--- src/rtl/lut6_cfg_writer.sv ---
// Run-time reloadable 6-input LUT: a 64-bit table word is accepted on a valid/ready
// handshake and shifted MSB-first into the table while lookups stay combinational.
module lut6_cfg_writer #(
    parameter logic [63:0] INIT           = 64'h0000000000000000,
    parameter int unsigned BITS_PER_CYCLE = 1
) (
    input  logic                      CLK,
    input  logic                      RST_N,
    input  logic                      WR_VALID,
    output logic                      WR_READY,
    input  logic [63:0]               WR_DATA,
    input  logic                      ADR0,
    input  logic                      ADR1,
    input  logic                      ADR2,
    input  logic                      ADR3,
    input  logic                      ADR4,
    input  logic                      ADR5,
    output logic                      O,
    output logic                      BUSY,
    output logic                      DONE,
    output logic [BITS_PER_CYCLE-1:0] CDO
);

    localparam int unsigned B  = BITS_PER_CYCLE;
    localparam int unsigned N  = 64 / B;
    localparam int unsigned CW = $clog2(N + 1);

    if (!(B == 1 || B == 2 || B == 4 || B == 8)) begin : g_bad_bits_per_cycle
        $error("lut6_cfg_writer: BITS_PER_CYCLE must be 1, 2, 4 or 8");
    end

    typedef enum logic [1:0] {
        S_IDLE  = 2'd0,
        S_SHIFT = 2'd1,
        S_DONE  = 2'd2
    } state_t;

    state_t          state_q, state_d;
    logic [63:0]     tbl_q, tbl_d;
    logic [63:0]     sr_q, sr_d;
    logic [CW-1:0]   cnt_q, cnt_d;
    logic            ready_q, ready_d;
    logic            busy_q, busy_d;
    logic            done_q, done_d;

    // State and datapath registers; reset always restores INIT, aborting any load
    always_ff @(posedge CLK or negedge RST_N) begin
        if (!RST_N) begin
            state_q <= S_IDLE;
            tbl_q   <= INIT;
            sr_q    <= '0;
            cnt_q   <= '0;
            ready_q <= 1'b1;
            busy_q  <= 1'b0;
            done_q  <= 1'b0;
        end else begin
            state_q <= state_d;
            tbl_q   <= tbl_d;
            sr_q    <= sr_d;
            cnt_q   <= cnt_d;
            ready_q <= ready_d;
            busy_q  <= busy_d;
            done_q  <= done_d;
        end
    end

    // Next-state and datapath; status flags are decoded from the next state so they are registered
    always_comb begin
        state_d = state_q;
        tbl_d   = tbl_q;
        sr_d    = sr_q;
        cnt_d   = cnt_q;
        unique case (state_q)
            S_IDLE: begin
                if (WR_VALID && ready_q) begin
                    sr_d    = WR_DATA;
                    cnt_d   = '0;
                    state_d = S_SHIFT;
                end
            end
            S_SHIFT: begin
                tbl_d = {tbl_q[63-B:0], sr_q[63 -: B]};
                sr_d  = sr_q << B;
                cnt_d = cnt_q + CW'(1);
                if (cnt_q == CW'(N - 1)) begin
                    state_d = S_DONE;
                end
            end
            S_DONE: begin
                state_d = S_IDLE;
            end
            default: begin
                state_d = S_IDLE;
            end
        endcase
        ready_d = (state_d == S_IDLE);
        busy_d  = (state_d == S_SHIFT);
        done_d  = (state_d == S_DONE);
    end

    assign WR_READY = ready_q;
    assign BUSY     = busy_q;
    assign DONE     = done_q;
    assign O        = tbl_q[{ADR5, ADR4, ADR3, ADR2, ADR1, ADR0}];
    assign CDO      = tbl_q[63 -: B];

endmodule
--- config.mk ---
export PLATFORM = sky130hd
export DESIGN_NAME = lut6_cfg_writer
export DESIGN_NICKNAME = d
export VERILOG_FILES = /design/src/rtl/lut6_cfg_writer.sv
export SDC_FILE = /design/constraint.sdc
export NUM_CORES = 1
export LEC_CHECK = 0
export CORE_ASPECT_RATIO = 1.75
export CORE_UTILIZATION = 56
export DETAILED_ROUTE_END_ITERATION = 6
export PLACE_DENSITY_LB_ADDON = 0.12
export SLEW_MARGIN = 20
export SYNTH_ARGS = -nofsm -noshare
export SYNTH_HDL_FRONTEND = slang
export SYNTH_SLANG_ARGS = --single-unit
--- constraint.sdc ---
create_clock -name CLK -period 2.18 [get_ports CLK]
set_input_delay 0.327 -clock CLK [delete_from_list [all_inputs] [get_ports CLK]]
set_output_delay 0.327 -clock CLK [all_outputs]
set_load 0.05 [all_outputs]
==> results by group <==
Final layout
  – Fillers: 854
  – Util after Layout: 71.46%
  – Finished Layout Cells: 877
  – Nets: 806
  – Final instance area: 0.007934 mm2
  – Share of layout cells above drive strength 1: 10.07%
  – Synth-to-Final Area Change: 24.55%
  – Ant. Diodes: 0

Setup path
  – Setup CP Type: reg -> out
  – CP max FO: 2
  – Startpoint Class: register
  – Critical Path RT: 1.85 ns
  – Worst path arrival time: 2.13 ns
  – Cell family with most CP delay: compound AO/OA/AOI/OAI gates
  – Max incr delay on CP: 0.50 ns
  – Worst setup EP type: primary output
  – Crit path cell chain: mux4_2 > o2111ai_2 > nand3_1 > a211oi_2 > a211oi_4 > buf_6
  – Slowest-stage cell, CP: mux4_2
  – Worst Path Buf+Inv: 1

CTS
  – Num CTS Buffers: 17
  – CTS tree: yes
  – H-tree depth: 4
  – Root Buffer: clkbuf_16
  – Clk buf depth: 2
  – Clock sink count: 140
  – Clk Latency, worst-skew pair: 0.41 ns
  – CTS clk-pin slew, worst paths: 0.06 ns

Die
  – DIE HEIGHT: 143.1 um
  – Core ar.: 0.01110 mm2
  – Initial Utilization: 57.37%
  – Row cnt: 51
  – I/O pins: 78
  – Die Area: 0.01182 mm2
  – Die width: 82.62 um

Route
  – Drt first pass iters: 4
  – Via count: 4794
  – Final wirelength: 13850 um
  – DR WL/cell: 15.79 um
  – DRC: 0
  – Antenna Nets Post-Route: 0
  – Number of DRC violations after detailed-routing iteration 0: 193
  – Vias per cell: 5.466

Global route
  – Vias in the first global route: 4878
  – Initial antenna violation count: 0
  – Global route overflow: 0
  – First-pass GRT wire length: 22900 um
  – Largest net degree at the start of global routing: 100
  – Gr usage total: 26.28%

Placement
  – Placed Area: 0.007340 mm2
  – Final Wtd Congestion: 0.8296
  – Placed cells: 841
  – Post-DP HPWL: 9345 um
  – Buffers on Ports: 77

Timing
  – Setup-failing EPs final: 1
  – RSZ-0062 raised after global routing: yes
  – Fin. Hold Viols: 0
  – Slew at the pin closest to its max-slew limit: 0.6753 ns
  – Worst setup margin: -0.2736 ns
  – Shortest period the worst path allows: 2.454 ns
  – Max Fclk: 407.6 MHz
  – Clock skew: 0.006554 ns
  – Slew headroom: 54.98%
  – Final critical-path share of the clock period: 112.6%
  – Max-slew violations: 0

Synthesis
  – Register area share after synthesis: 55.02%
  – Prevailing post-synth register cell: dfrtp_1
  – Netlist cell types: 38
  – Syn Inst Count: 655
  – Yosys warns: 0
  – Syn_nets: 729
  – Syn Area/Cell: 9.725 um2
  – Post-synth EDFFs: 0
  – Synth Register Bits: 140
  – Ys async rst share: 100.0%
  – Syn Std Cell Area: 0.006370 mm2

Run status
  – Violated checks: negative setup slack
  – Outcome: finished, violations left

Min path
  – Worst min path class: in -> reg

Power
  – Cell Pwr Density: 702.7 mW/mm2
  – Total power: 5.575 mW
  – Leakage: 3.373 nW
  – Peak supply drop: 598.3 uV

Run
  – MaxCap Viol Count: 0
==> final timing paths <==
check / startpoint / endpoint / slack (ns) / cells past startpoint
max: tbl_q[55] / O / -0.27 / 6
min: WR_DATA[0] / sr_q[0] / 0.47 / 3
max reg2reg: WR_READY / sr_q[8] / 0.61 / 4
min reg2reg: sr_q[63] / tbl_q[0] / 0.47 / 2
max in group asynchronous: RST_N / tbl_q[43] / 1.01 / 3
min in group asynchronous: RST_N / sr_q[10] / 0.48 / 2
==> layer usage <==
metal / share of wire [%] / vias up / global-route usage [%]
li1: - / 2321 / -
met1: 37 / 2340 / 28.16
met2: 55 / 102 / 46.50
met3: 3.7 / 31 / 7.540
met4: 3.3 / 0 / 11.80
met5: 0 / - / 0
==> where the power goes <==
| group | internal [mW] | switching, mW | total [mW] |
|---|---|---|---|
| logic | 0.163 | 0.124 | 0.287 |
| registers | 2.60 | 0 | 2.60 |
| clock network | 1.58 | 1.11 | 2.69 |
| total | 4.34 | 1.24 | 5.58 |
==> cell type report <==
cell class | count | area, um2 | share of cell area [%]
Clock buffer | 20 | 436.7 | 5.504
Clock inverter | 12 | 117.6 | 1.482
Inverter | 4 | 15.01 | 0.1892
Multi-Input combinational cell | 468 | 2675 | 33.72
Sequential cell | 140 | 3505 | 44.17
Tap cell | 132 | 165.2 | 2.082
Timing Repair Buffer | 101 | 1020 | 12.85
==> state kept, by name, summed over array words and instances (netlist names) <==
signal,cells
sr_q,64
tbl_q,64
cnt_q,7
state_q,2
BUSY,1
DONE,1
WR_READY,1
==> synthesized netlist by cell type (3+ instances only) <==
master	instances	area [um2]
nand3_1	3	15.01
inv_1	4	15.01
dfrtp_1	139	3478
xor2_1	4	35.03
nor3_1	3	15.01
mux2i_1	68	680.7
o21ai_1	9	45.04
nand2b_1	3	18.77
mux4_2	11	247.7
nor2_1	14	52.55
buf_2	17	85.08
o21ai_0	58	290.3
nor4_1	3	18.77
nand4_1	3	18.77
nand2_1	265	994.7
clkbuf_1	23	86.33
==> repair_timing <==
action,in CTS,in global routing
resized for setup,6,0
setup buffers,3,0
hold buffers,1,0
endpoints found under the setup margin,1,1
hold endpoints to repair,56,0
pin swaps,1,0
==> cell usage in the layout (no fill, tap or decap), types with 4 or more instances in the layout <==
cell / n
clkdlybuf4s50_1: 73
mux4_2: 12
clkinv_4: 5
nor2_1: 14
clkbuf_16: 17
buf_12: 5
mux2i_1: 68
nand2_1: 265
inv_1: 4
o21ai_0: 58
o21ai_1: 9
xor2_1: 4
clkinvlp_4: 4
dfrtp_1: 139
buf_4: 17
==> tightest hold or removal path, stage by stage <==
cell and delay (ns):
clkdlybuf4s50_1 0.40, nand2_1 0.05, o21ai_0 0.06
==> metrics by stage <==
stage | setup WS (ns) | hold WS (ns) | TNS (ns)
floorplan | 0.002509 | 0.03141 | 0
global route | -0.3448 | 0.4999 | -0.3448
detailed placement | -0.5703 | 0.3385 | -0.5703
global placement | -0.5466 | 0.3315 | -0.5466
finish | -0.2736 | 0.4677 | -0.2736
CTS | -0.2967 | 0.4638 | -0.2967
==> kinds of logic after synthesis <==
| group | synth area share, % |
|---|---|
| multiplexers | 15.16 |
| AO/OA/AOI/OAI | 7.091 |
| buffers and inverters | 3.280 |
| XOR/XNOR | 0.5499 |
| AND/OR/NAND/NOR | 18.70 |
| adder cells (fa/ha/maj) | 0.1964 |
| flip-flops | 55.02 |
Note: power is estimated with default switching activity, not from simulation.
